`src/rtl/id_ex_stage.sv`:
```
// id_ex_stage: ID/EX pipeline register and ALU operand select for the RV32I core.
// Latches decoded operands, forwards results from EX/MEM and MEM/WB, and
// inserts a NOP bubble (alu_op = 4'b1111) on load-use hazards, flush or an
// invalid decode slot.
//
// Build option: define FORWARDING_EN to enable the bypass network. Without it
// the bypass inputs are ignored and load_use_stall becomes a full RAW
// interlock against any register-writing instruction sitting in EX.
module id_ex_stage #(
    parameter int XLEN = 32
) (
    input  logic            clk,
    input  logic            reset_n,
    input  logic            stall,
    input  logic            flush,
    input  logic            id_valid,
    input  logic [XLEN-1:0] id_pc,
    input  logic [XLEN-1:0] id_rs1_data,
    input  logic [XLEN-1:0] id_rs2_data,
    input  logic [XLEN-1:0] id_imm,
    input  logic [4:0]      id_rs1,
    input  logic [4:0]      id_rs2,
    input  logic [4:0]      id_rd,
    input  logic [3:0]      id_alu_op,
    input  logic            id_alu_src_a,
    input  logic            id_alu_src_b,
    input  logic            id_reg_write,
    input  logic            id_mem_read,
    input  logic            id_mem_write,
    input  logic [4:0]      exmem_rd,
    input  logic            exmem_reg_write,
    input  logic [XLEN-1:0] exmem_alu_result,
    input  logic [4:0]      memwb_rd,
    input  logic            memwb_reg_write,
    input  logic [XLEN-1:0] memwb_data,
    output logic [XLEN-1:0] src_A,
    output logic [XLEN-1:0] src_B,
    output logic [3:0]      alu_op,
    output logic [XLEN-1:0] ex_pc,
    output logic [XLEN-1:0] ex_store_data,
    output logic [4:0]      ex_rd,
    output logic            ex_valid,
    output logic            ex_reg_write,
    output logic            ex_mem_read,
    output logic            ex_mem_write,
    output logic            load_use_stall
);

    localparam logic [3:0] ALU_NOP = 4'b1111;

    // Everything the EX stage needs from decode, held as one register.
    typedef struct packed {
        logic [XLEN-1:0] pc;
        logic [XLEN-1:0] rs1_data;
        logic [XLEN-1:0] rs2_data;
        logic [XLEN-1:0] imm;
        logic [4:0]      rs1;
        logic [4:0]      rs2;
        logic [4:0]      rd;
        logic [3:0]      alu_op;
        logic            src_a_sel;
        logic            src_b_sel;
        logic            reg_write;
        logic            mem_read;
        logic            mem_write;
        logic            valid;
    } ex_state_t;

    // Reset and bubble share one encoding: no side effects, NOP opcode.
    localparam ex_state_t BUBBLE = '{
        pc:        '0,
        rs1_data:  '0,
        rs2_data:  '0,
        imm:       '0,
        rs1:       '0,
        rs2:       '0,
        rd:        '0,
        alu_op:    ALU_NOP,
        src_a_sel: 1'b0,
        src_b_sel: 1'b0,
        reg_write: 1'b0,
        mem_read:  1'b0,
        mem_write: 1'b0,
        valid:     1'b0
    };

    ex_state_t       st_q, st_d;
    logic            ex_hazard_src;
    logic            rs_match;
    logic [XLEN-1:0] fwd_rs1, fwd_rs2;

    // EX instruction whose result is not yet available to the ID instruction.
`ifdef FORWARDING_EN
    assign ex_hazard_src = st_q.valid & st_q.mem_read;
`else
    assign ex_hazard_src = st_q.valid & (st_q.mem_read | st_q.reg_write);
`endif

    assign rs_match       = (st_q.rd == id_rs1) | (st_q.rd == id_rs2);
    assign load_use_stall = ex_hazard_src & (st_q.rd != 5'd0) & id_valid & rs_match;

`ifdef FORWARDING_EN
    // Youngest producer first: EX/MEM beats MEM/WB; x0 is never bypassed.
    function automatic logic [XLEN-1:0] bypass(input logic [4:0]      rs,
                                               input logic [XLEN-1:0] reg_data);
        if (exmem_reg_write && exmem_rd != 5'd0 && exmem_rd == rs)
            return exmem_alu_result;
        else if (memwb_reg_write && memwb_rd != 5'd0 && memwb_rd == rs)
            return memwb_data;
        else
            return reg_data;
    endfunction

    // Per-operand bypass mux on the registered source indices.
    always_comb begin
        fwd_rs1 = bypass(st_q.rs1, st_q.rs1_data);
        fwd_rs2 = bypass(st_q.rs2, st_q.rs2_data);
    end
`else
    logic unused_bypass;

    // No bypass network: operands come straight from the latched regfile data.
    always_comb begin
        fwd_rs1 = st_q.rs1_data;
        fwd_rs2 = st_q.rs2_data;
    end

    // Bypass ports and source indices stay in the port list but feed nothing.
    assign unused_bypass = ^{exmem_rd, exmem_reg_write, exmem_alu_result,
                             memwb_rd, memwb_reg_write, memwb_data,
                             st_q.rs1, st_q.rs2};
`endif

    // Next-state selection: flush > stall > hazard/invalid bubble > capture.
    always_comb begin
        st_d = st_q;
        if (flush) begin
            st_d = BUBBLE;
        end else if (stall) begin
            st_d = st_q;
        end else if (load_use_stall || !id_valid) begin
            st_d = BUBBLE;
        end else begin
            st_d.pc        = id_pc;
            st_d.rs1_data  = id_rs1_data;
            st_d.rs2_data  = id_rs2_data;
            st_d.imm       = id_imm;
            st_d.rs1       = id_rs1;
            st_d.rs2       = id_rs2;
            st_d.rd        = id_rd;
            st_d.alu_op    = id_alu_op;
            st_d.src_a_sel = id_alu_src_a;
            st_d.src_b_sel = id_alu_src_b;
            st_d.reg_write = id_reg_write;
            st_d.mem_read  = id_mem_read;
            st_d.mem_write = id_mem_write;
            st_d.valid     = id_valid;
        end
    end

    // Stage register with synchronous active-low reset overriding everything.
    always_ff @(posedge clk) begin
        if (!reset_n)
            st_q <= BUBBLE;
        else
            st_q <= st_d;
    end

    assign src_A         = st_q.src_a_sel ? st_q.pc  : fwd_rs1;
    assign src_B         = st_q.src_b_sel ? st_q.imm : fwd_rs2;
    assign ex_store_data = fwd_rs2;
    assign alu_op        = st_q.alu_op;
    assign ex_pc         = st_q.pc;
    assign ex_rd         = st_q.rd;
    assign ex_valid      = st_q.valid;
    assign ex_reg_write  = st_q.reg_write;
    assign ex_mem_read   = st_q.mem_read;
    assign ex_mem_write  = st_q.mem_write;

endmodule

```
`config.mk`:
```
export PLATFORM = sky130hd
export DESIGN_NAME = id_ex_stage
export DESIGN_NICKNAME = d
export VERILOG_FILES = /design/src/rtl/id_ex_stage.sv
export SDC_FILE = /design/constraint.sdc
export NUM_CORES = 1
export LEC_CHECK = 0
export CAP_MARGIN = 20
export CORE_MARGIN = 2
export CORE_UTILIZATION = 40
export DETAILED_ROUTE_END_ITERATION = 8
export PLACE_DENSITY = 0.79
export SKIP_CTS_REPAIR_TIMING = 1
export SYNTH_ARGS = -nofsm -noshare
export SYNTH_HDL_FRONTEND = slang
export SYNTH_SLANG_ARGS = --single-unit
```
`constraint.sdc`:
```
create_clock -name clk -period 1.8 [get_ports clk]
set_input_delay 0.27 -clock clk [delete_from_list [all_inputs] [get_ports clk]]
set_output_delay 0.27 -clock clk [all_outputs]
set_load 0.005 [all_outputs]
```
==> results.toml, run 1 <==
[floorplan]
die_area_um2 = 20790
die_h_um = 144.2
start_util_pct = 40.52
placementRows = 51
core_um2 = 19400
dieWidth_um = 144.2
io_pins = 375

[placed_design]
portBuffers = 298
pre_cts_slack_ps = -334.4
globalplace.congestion = 0.7932
dp_hpwl_mm = 15.93

[route]
wl_per_cell_um = 17.69
viasPerCell = 5.102
drt_wl_total_mm = 24.17
drcViolationCount = 0
via_count = 6970
first_pass_iters = 4
drt_iter0_markers = 204
antenna_left = 0

[sta]
fmax_mhz = 502.1
hold_ws_ps = 432.2
slew_headroom_pct = 73.73
finalMaxSlewViolations = 0
setup_viol = 23
hold_violations = 0
skew_ps = 7.904
min_period_ps = 1992
worst_pin_slew_ps = 394.1
rsz0062_at_grt = "true"
setup_ws_ps = -191.6
fin_crit_sh_pct = 110.6

[worst_setup_path]
slowest_stage = "dfxtp_4"
cpPeakStageDelay_ps = 420
end_kind = "output pin"
worstPathRequired_ps = 1530
path_max_fanout = 5
critPathTopFamily = "buffers and inverters"
crit_chain = "buf_6 > buf_6 > buf_4 > buf_4 > mux2_2 > dlymetal6s2s_1"
crit_buf_inv = 5
startpoint_type = "flip-flop"
worstPathArrival_ps = 1720
critical_path_class = "flip-flop to output pin"

[yosys]
synthCells = 804
synth_nets = 1037
ys_ff_latch = 143
ys.flop_type = "dfxtp_1"
yosysUniqueCellTypes = 31
syn_area_um2 = 7860
synth_edf_count = 0
seq_area_frac_synth_pct = 36.42
ys_async_sr_fraction_pct = 0
yosysWarnings = 0
syn-mean-instance-area_um2 = 9.776

[cells_and_area]
final_common_cell = "clkdlybuf4s50_1"
antenna_cells = 0
drive_above_1_share_pct = 34.79
area_growth_pct = 54.08
final_cell_mix = "clkdlybuf4s50_1 (233), nand2_1 (141), dfxtp_1 (136)"
nets = 1322

[pwr]
peakVddDrop_v = 0.0005952
switching_share_pct = 24.01
clockPowerShare_pct = 43.3
p_sw_mw = 2.019
power.total_mw = 8.410
p_int_mw = 6.390
seq_power_share_pct = 40.4
p_leak_nw = 5.503
combPwrFrac_pct = 16.3
powerDensity_nw_per_um2 = 694.4

[clock_network]
clkSinkCount = 143
root_buffer = "clkbuf_16"
h-tree-depth = 4
clkSlewWorstSetupHoldPaths_ps = 60
cts_buffers = 17
clk_path_buf_depth = 2
insertion_delay_ps = 410
tritoncts = "done"

[outcome]
status = "finished, violations left"
violations = "negative setup slack"

[run]
drv_cap = 0

[grt]
grt-ovfl-total = 0
grt_pass1_vias = 6693
antenna_found_initial = 0
track_usage_pct = 20.76
grt_max_degree = 76
grt_pass1_wl_mm = 34.02

[hold_path]
min_path_type = "primary input to flip-flop"
==> cells by family after synthesis <==
logic type / Yosys count / share of synthesized area (%)
AND/OR/NAND/NOR: 154 / 7.848
AO/OA/AOI/OAI: 291 / 31.84
buffers and inverters: 142 / 13.61
flip-flops: 143 / 36.42
multiplexers: 64 / 9.169
XOR/XNOR: 10 / 1.114
==> area by class of cell <==
class	instances	area [um2]
clock inverter	12	157.7
sequential	143	2884
multi-input combinational	519	4086
fill	1570	7288
clock buffer	19	442.9
timing repair buffer	408	4208
tap	265	331.6
==> registers in the layout, indices dropped and copies added (netlist names) <==
signal,count
st_q,34
ex_pc,32
ex_store_data,32
fwd_rs1,32
ex_rd,5
alu_op,4
ex_mem_read,1
ex_mem_write,1
ex_reg_write,1
ex_valid,1
==> layer usage <==
metal  global-route usage (%)  wire length [um]
met3                    6.457              1738
met2                    35.69             11730
met5                        0                 0
met4                    6.234               367
met1                    24.92             10330
==> cell usage after synthesis (2+ instances only) <==
cell / n / area share, %
buf_12: 11 / 2.8
buf_4: 75 / 7.2
nand2_1: 141 / 6.7
nand3_2: 2 / 0.25
a21oi_1: 4 / 0.25
buf_6: 3 / 0.43
o21ai_0: 2 / 0.13
xnor2_1: 10 / 1.1
clkbuf_2: 2 / 0.13
o21ai_2: 110 / 12
clkbuf_1: 9 / 0.43
mux2_2: 64 / 9.2
nor2_1: 6 / 0.29
buf_2: 41 / 2.6
o21ai_1: 27 / 1.7
o32ai_1: 4 / 0.45
a2bb2oi_2: 10 / 1.9
a2bb2oi_1: 128 / 14
dfxtp_1: 143 / 36
==> power groups by stage <==
stage               Sequential, mW  Combinational [mW]  Clock [mW]
floorplan                     3.43               0.613           0
global placement              3.45                1.25           0
detailed placement            3.46                1.26           0
CTS                           3.39                1.27        3.71
global route                  3.41                1.46        3.85
finish                        3.39                1.37        3.64
==> tightest hold or removal path, delay by kind of cell <==
family	cells	cell delay [ps]
buffers and inverters	1	400
AND/OR/NAND/NOR	1	80
AO/OA/AOI/OAI	1	50
==> stage by stage <==
step | setup TNS [ps] | instance area, um2 | utilization (%) | instances
6_report | -2072 | 12110 | 62.43 | 1366
5_1_grt | -4096 | 12110 | 62.43 | 1366
3_3_place_gp | -16660 | 10870 | 56.02 | 1289
3_5_place_dp | -18870 | 10870 | 56.02 | 1289
4_1_cts | -20620 | 11470 | 59.11 | 1320
2_1_floorplan | 0 | 7860 | - | 804
==> final timing paths <==
kind                     from          end  slack (ps)  cells past startpoint
hold reg to reg   fwd_rs1[12]  fwd_rs1[12]         470                      2
setup reg to reg     ex_rd[1]   fwd_rs1[1]          90                      8
hold / removal      id_pc[16]    ex_pc[16]         430                      3
setup / recovery      st_q[5]     src_A[7]        -190                      6
No activity file was read; power rests on OpenSTA's default activity.
==> inputs of run 2 (changes only) <==
==> constraint.sdc (replaced) <==
create_clock -name clk -period 1.8 [get_ports clk]
set_input_delay 0.45 -clock clk [delete_from_list [all_inputs] [get_ports clk]]
set_output_delay 0.45 -clock clk [all_outputs]
set_load 0.005 [all_outputs]
==> run 2 against run 1 <==
  * Final cell count shrank 1.2%
  * Routed wire length increased by 2.0%
  * Sequential power about the same
  * The flow still finishes with violations (negative setup slack)
  * Highest routed layer unchanged
  * Count of clock-buffer cells in the layout is the same
  * Core utilization up 1.2 points
==> results.toml, run 2 (same netlist as run 1, synthesis figures left out) <==
[cells_and_area]
fin_util_pct = 63.63
largest_reg_flops = 34
fill_cells = 1550
regMostFlops = "st_q"
multiInputGateArea_um2 = 4353
nets = 1305
final_cell_mix = "clkdlybuf4s50_1 (201), nand2_1 (141), dfxtp_1 (113)"
antenna_cells = 0
area_growth_pct = 57.04
drive_above_1_share_pct = 40.92
regArea_um2 = 2913
final_common_cell = "clkdlybuf4s50_1"

[sta]
timing.setup.tns_ps = -11450
skew_ps = 8.460
fin_crit_sh_pct = 115.4
finalMaxSlewViolations = 0
setup_viol = 65
slew_headroom_pct = 71.52
min_period_ps = 2077
fmax_mhz = 481.5
setup_ws_ps = -276.9
worst_pin_slew_ps = 425.9
rsz0062_at_grt = "true"
hold_violations = 0

[worst_setup_path]
critPathTopFamily = "buffers and inverters"
startpoint_type = "flip-flop"
reg2reg_depth = 8
path_max_fanout = 5
end_kind = "output pin"
critical_path_class = "flip-flop to output pin"
crit_buf_inv = 4
worstPathRequired_ps = 1350
r2r-end = "alu_op[2]"
slowest_stage = "dfxtp_4"
worstPathArrival_ps = 1630
cp.depth = 5
cp-startpoint = "st_q[4]"
r2r_slack_ps = 70
r2r_start = "ex_rd[4]"
cpPeakStageDelay_ps = 390
critical_path.endpoint = "src_B[15]"
crit_chain = "clkbuf_16 > buf_6 > buf_4 > mux2_4 > clkbuf_2"

[pwr]
combPwrFrac_pct = 16.5
peakVddDrop_v = 0.0006009
p_sw_mw = 2.119
p_leak_nw = 5.611
power.total_mw = 8.436
clockPowerShare_pct = 43.2
seq_power_share_pct = 40.3
switching_share_pct = 25.12
p_int_mw = 6.317
powerDensity_nw_per_um2 = 683.5

[clock_network]
h-tree-depth = 4
clkSlewWorstSetupHoldPaths_ps = 60
clkSinkCount = 143
insertion_delay_ps = 420
tritoncts = "done"
cts_buffers = 17
root_buffer = "clkbuf_16"
clk_path_buf_depth = 2

[floorplan]
die_h_um = 144.2
die_area_um2 = 20790
placementRows = 51
start_util_pct = 40.52
core_um2 = 19400
io_pins = 375
dieWidth_um = 144.2

[route]
drt_wl_total_mm = 24.66
antenna_left = 0
drt_iter0_markers = 188
first_pass_iters = 4
viasPerCell = 5.181
wl_per_cell_um = 18.27
drcViolationCount = 0
via_count = 6995

[outcome]
violations = "negative setup slack"
status = "finished, violations left"

[grt]
grt-ovfl-total = 0
grt_pass1_wl_mm = 34.06
track_usage_pct = 20.65
antenna_found_initial = 0
grt_pass1_vias = 6751
grt_max_degree = 77

[hold_path]
min_from = "ex_pc[14]"
min_path_type = "flip-flop to flip-flop"

[placed_design]
dp_hpwl_mm = 15.66
portBuffers = 298
pre_cts_slack_ps = -667.7
globalplace.congestion = 0.7876

[run]
drv_cap = 0
-- run 2: area by class of cell --
| type | instances | share of cell area (%) |
|---|---|---|
| multi-input combinational | 519 | 35.27 |
| clock inverter | 13 | 1.237 |
| timing repair buffer | 391 | 33.54 |
| sequential | 143 | 23.60 |
| tap | 265 | 2.686 |
| clock buffer | 19 | 3.670 |
-- run 2: worst min-delay path by stage --
stage / endpoint / slack [ps] / cells after the start
CTS: fwd_rs1[16] / 470 / 2
detailed placement: fwd_rs1[16] / 450 / 2
floorplan: st_q[53] / 430 / 2
global route: fwd_rs1[28] / 490 / 2
finish: ex_pc[14] / 460 / 2
global placement: st_q[35] / 440 / 2
-- run 2: power by group through the flow --
stage	Combinational (mW)	Sequential, mW	Clock, mW
detailed placement	1.25	3.45	0
floorplan	0.613	3.43	0
global route	1.48	3.41	3.86
global placement	1.24	3.45	0
CTS	1.26	3.38	3.73
finish	1.39	3.40	3.65
-- run 2: through the flow --
| step | hold slack [ps] | cell area, um2 | cells |
|---|---|---|---|
| floorplan | 434.3 | 7860 | 804 |
| global placement | 441.8 | 10770 | 1276 |
| detailed placement | 449.5 | 10770 | 1276 |
| CTS | 465.5 | 11370 | 1308 |
| global route | 485.3 | 12340 | 1350 |
| finish | 463.2 | 12340 | 1350 |
-- run 2: per-layer routing --
metal / share of wire [%] / GRT usage [%] / vias up
met5: 0 / 0 / -
met4: 2.5 / 8.227 / 0
met3: 7.0 / 6.225 / 42
met2: 48 / 34.14 / 227
met1: 43 / 25.19 / 3326
li1: - / - / 3400
-- run 2: worst reg2reg max path: cells and delay by family (launching register included) --
family	cells	cell delay, ps
compound gates	3	400
buf+inv	4	640
flops	1	370
simple gates	1	200
==> inputs of run 3 (changes only) <==
--- a/config.mk
+++ b/config.mk
@@ -14,3 +14,4 @@
 export SYNTH_ARGS = -nofsm -noshare
 export SYNTH_HDL_FRONTEND = slang
 export SYNTH_SLANG_ARGS = --single-unit
+export TNS_END_PERCENT = 1
==> run 3 against run 2 <==
  * Combinational power down 6%
  * Highest routed layer unchanged
  * Largest cell class unchanged
  * Hold slack worse by 2.4 ps
  * The run still ends with negative setup slack left
  * Critical endpoint is now src_A[29]
  * Non-clock buffer count down 9
==> results.toml, run 3 (same netlist as run 1, synthesis figures left out) <==
[placed_design]
globalplace.congestion = 0.7876
dp_cells = 1276
dp_hpwl_mm = 15.66
pre_cts_slack_ps = -667.7
portBuffers = 298

[sta]
min_period_ps = 2069
worst_pin_slew_ps = 421.2
fin_crit_sh_pct = 114.9
finalMaxSlewViolations = 0
setup_ws_ps = -268.9
slew_headroom_pct = 71.92
hold_violations = 0
skew_ps = 6.933
setup_viol = 65
fmax_mhz = 483.3
rsz0062_at_grt = "true"

[pwr]
p_leak_nw = 5.433
power.total_mw = 8.326
powerDensity_nw_per_um2 = 705.4
peakVddDrop_v = 0.0005832

[clock_network]
root_buffer = "clkbuf_16"
clk_path_buf_depth = 2
clkSlewWorstSetupHoldPaths_ps = 60
cts_buffers = 17
h-tree-depth = 4
clkSinkCount = 143
insertion_delay_ps = 420
tritoncts = "done"

[worst_setup_path]
r2r_start = "ex_rd[4]"
cp.depth = 5
crit_buf_inv = 4
reg2reg_depth = 7
critical_path_class = "flip-flop to output pin"
critical_path.endpoint = "src_A[29]"
worstPathArrival_ps = 1620
startpoint_type = "flip-flop"
critPathTopFamily = "buffers and inverters"
cpPeakStageDelay_ps = 370
slowest_stage = "dfxtp_4"
worstPathRequired_ps = 1350
cp-startpoint = "st_q[5]"
path_max_fanout = 8
end_kind = "output pin"
r2r-end = "ex_store_data[10]"
crit_chain = "buf_12 > clkbuf_16 > buf_6 > mux2_2 > clkbuf_2"
r2r_slack_ps = 130

[route]
via_count = 6901
drt_iter0_markers = 197
drcViolationCount = 0
drt_wl_total_mm = 23.62
viasPerCell = 5.146
wl_per_cell_um = 17.62
antenna_left = 0
first_pass_iters = 4

[cells_and_area]
area_growth_pct = 50.17
largest_reg_flops = 34
regMostFlops = "st_q"
antenna_cells = 0
fin_cells = 1341
drive_above_1_share_pct = 38.01
final_cell_mix = "clkdlybuf4s50_1 (203), nand2_1 (141), dfxtp_1 (119)"
final_common_cell = "clkdlybuf4s50_1"
nets = 1296

[grt]
grt_pass1_wl_mm = 34.06
grt_max_degree = 77
track_usage_pct = 20.65
grt_pass1_vias = 6751
grt-ovfl-total = 0
antenna_found_initial = 0

[floorplan]
start_util_pct = 40.52
core_um2 = 19400
die_area_um2 = 20790
die_h_um = 144.2
placementRows = 51
dieWidth_um = 144.2
io_pins = 375

[run]
drv_cap = 0

[hold_path]
min_path_type = "flip-flop to flip-flop"

[outcome]
status = "finished, violations left"
violations = "negative setup slack"
-- run 3: worst min-delay path by stage --
stage           startpoint          end  cells past startpoint
2_1_floorplan     st_q[53]     st_q[53]                      2
3_3_place_gp      st_q[35]     st_q[35]                      2
3_5_place_dp   fwd_rs1[16]  fwd_rs1[16]                      2
4_1_cts        fwd_rs1[16]  fwd_rs1[16]                      2
5_1_grt        fwd_rs1[28]  fwd_rs1[28]                      2
6_report         ex_pc[14]    ex_pc[14]                      2
-- run 3: cell type report --
| type | instances | area [um2] |
|---|---|---|
| fill | 1651 | 7595 |
| clock inverter | 13 | 152.6 |
| clock buffer | 19 | 452.9 |
| sequential | 143 | 2905 |
| timing repair buffer | 382 | 3827 |
| tap | 265 | 331.6 |
| multi-input combinational | 519 | 4134 |
-- run 3: worst register-to-register path, stage by stage, from the launching register on --
cell and delay (ps):
dfxtp_4 380, buf_4 130, nor3_2 50, buf_4 130, a21oi_4 200, buf_12 290, a2bb2oi_1 300, o21ai_2 80
-- run 3: power by group --
group / leakage (nW) / internal (mW) / total (mW) / switching (mW)
Sequential: 1.18 / 3.29 / 3.39 / 0.0972
Clock: 0.292 / 2.14 / 3.63 / 1.49
Combinational: 3.96 / 0.811 / 1.30 / 0.490
Total: 5.43 / 6.25 / 8.33 / 2.08
-- run 3: metal layers --
| metal | part of all wire (%) | track usage [%] | wire length [um] | vias up |
|---|---|---|---|---|
| li1 | - | - | - | 3380 |
| met1 | 44 | 25.19 | 10310 | 3232 |
| met2 | 47 | 34.14 | 11050 | 247 |
| met3 | 7.0 | 6.225 | 1656 | 42 |
| met4 | 2.6 | 8.227 | 603 | 0 |
| met5 | 0 | 0 | 0 | - |
-- run 3: per-stage QoR --
stage,setup TNS (ps),cell area (um2),hold slack (ps),util [%]
floorplan,0,7860,434.3,-
global placement,-46610,10770,441.8,55.51
detailed placement,-53240,10770,449.5,55.51
CTS,-34150,11370,465.5,58.64
global route,-15010,11800,485.3,60.85
finish,-10500,11800,460.9,60.85
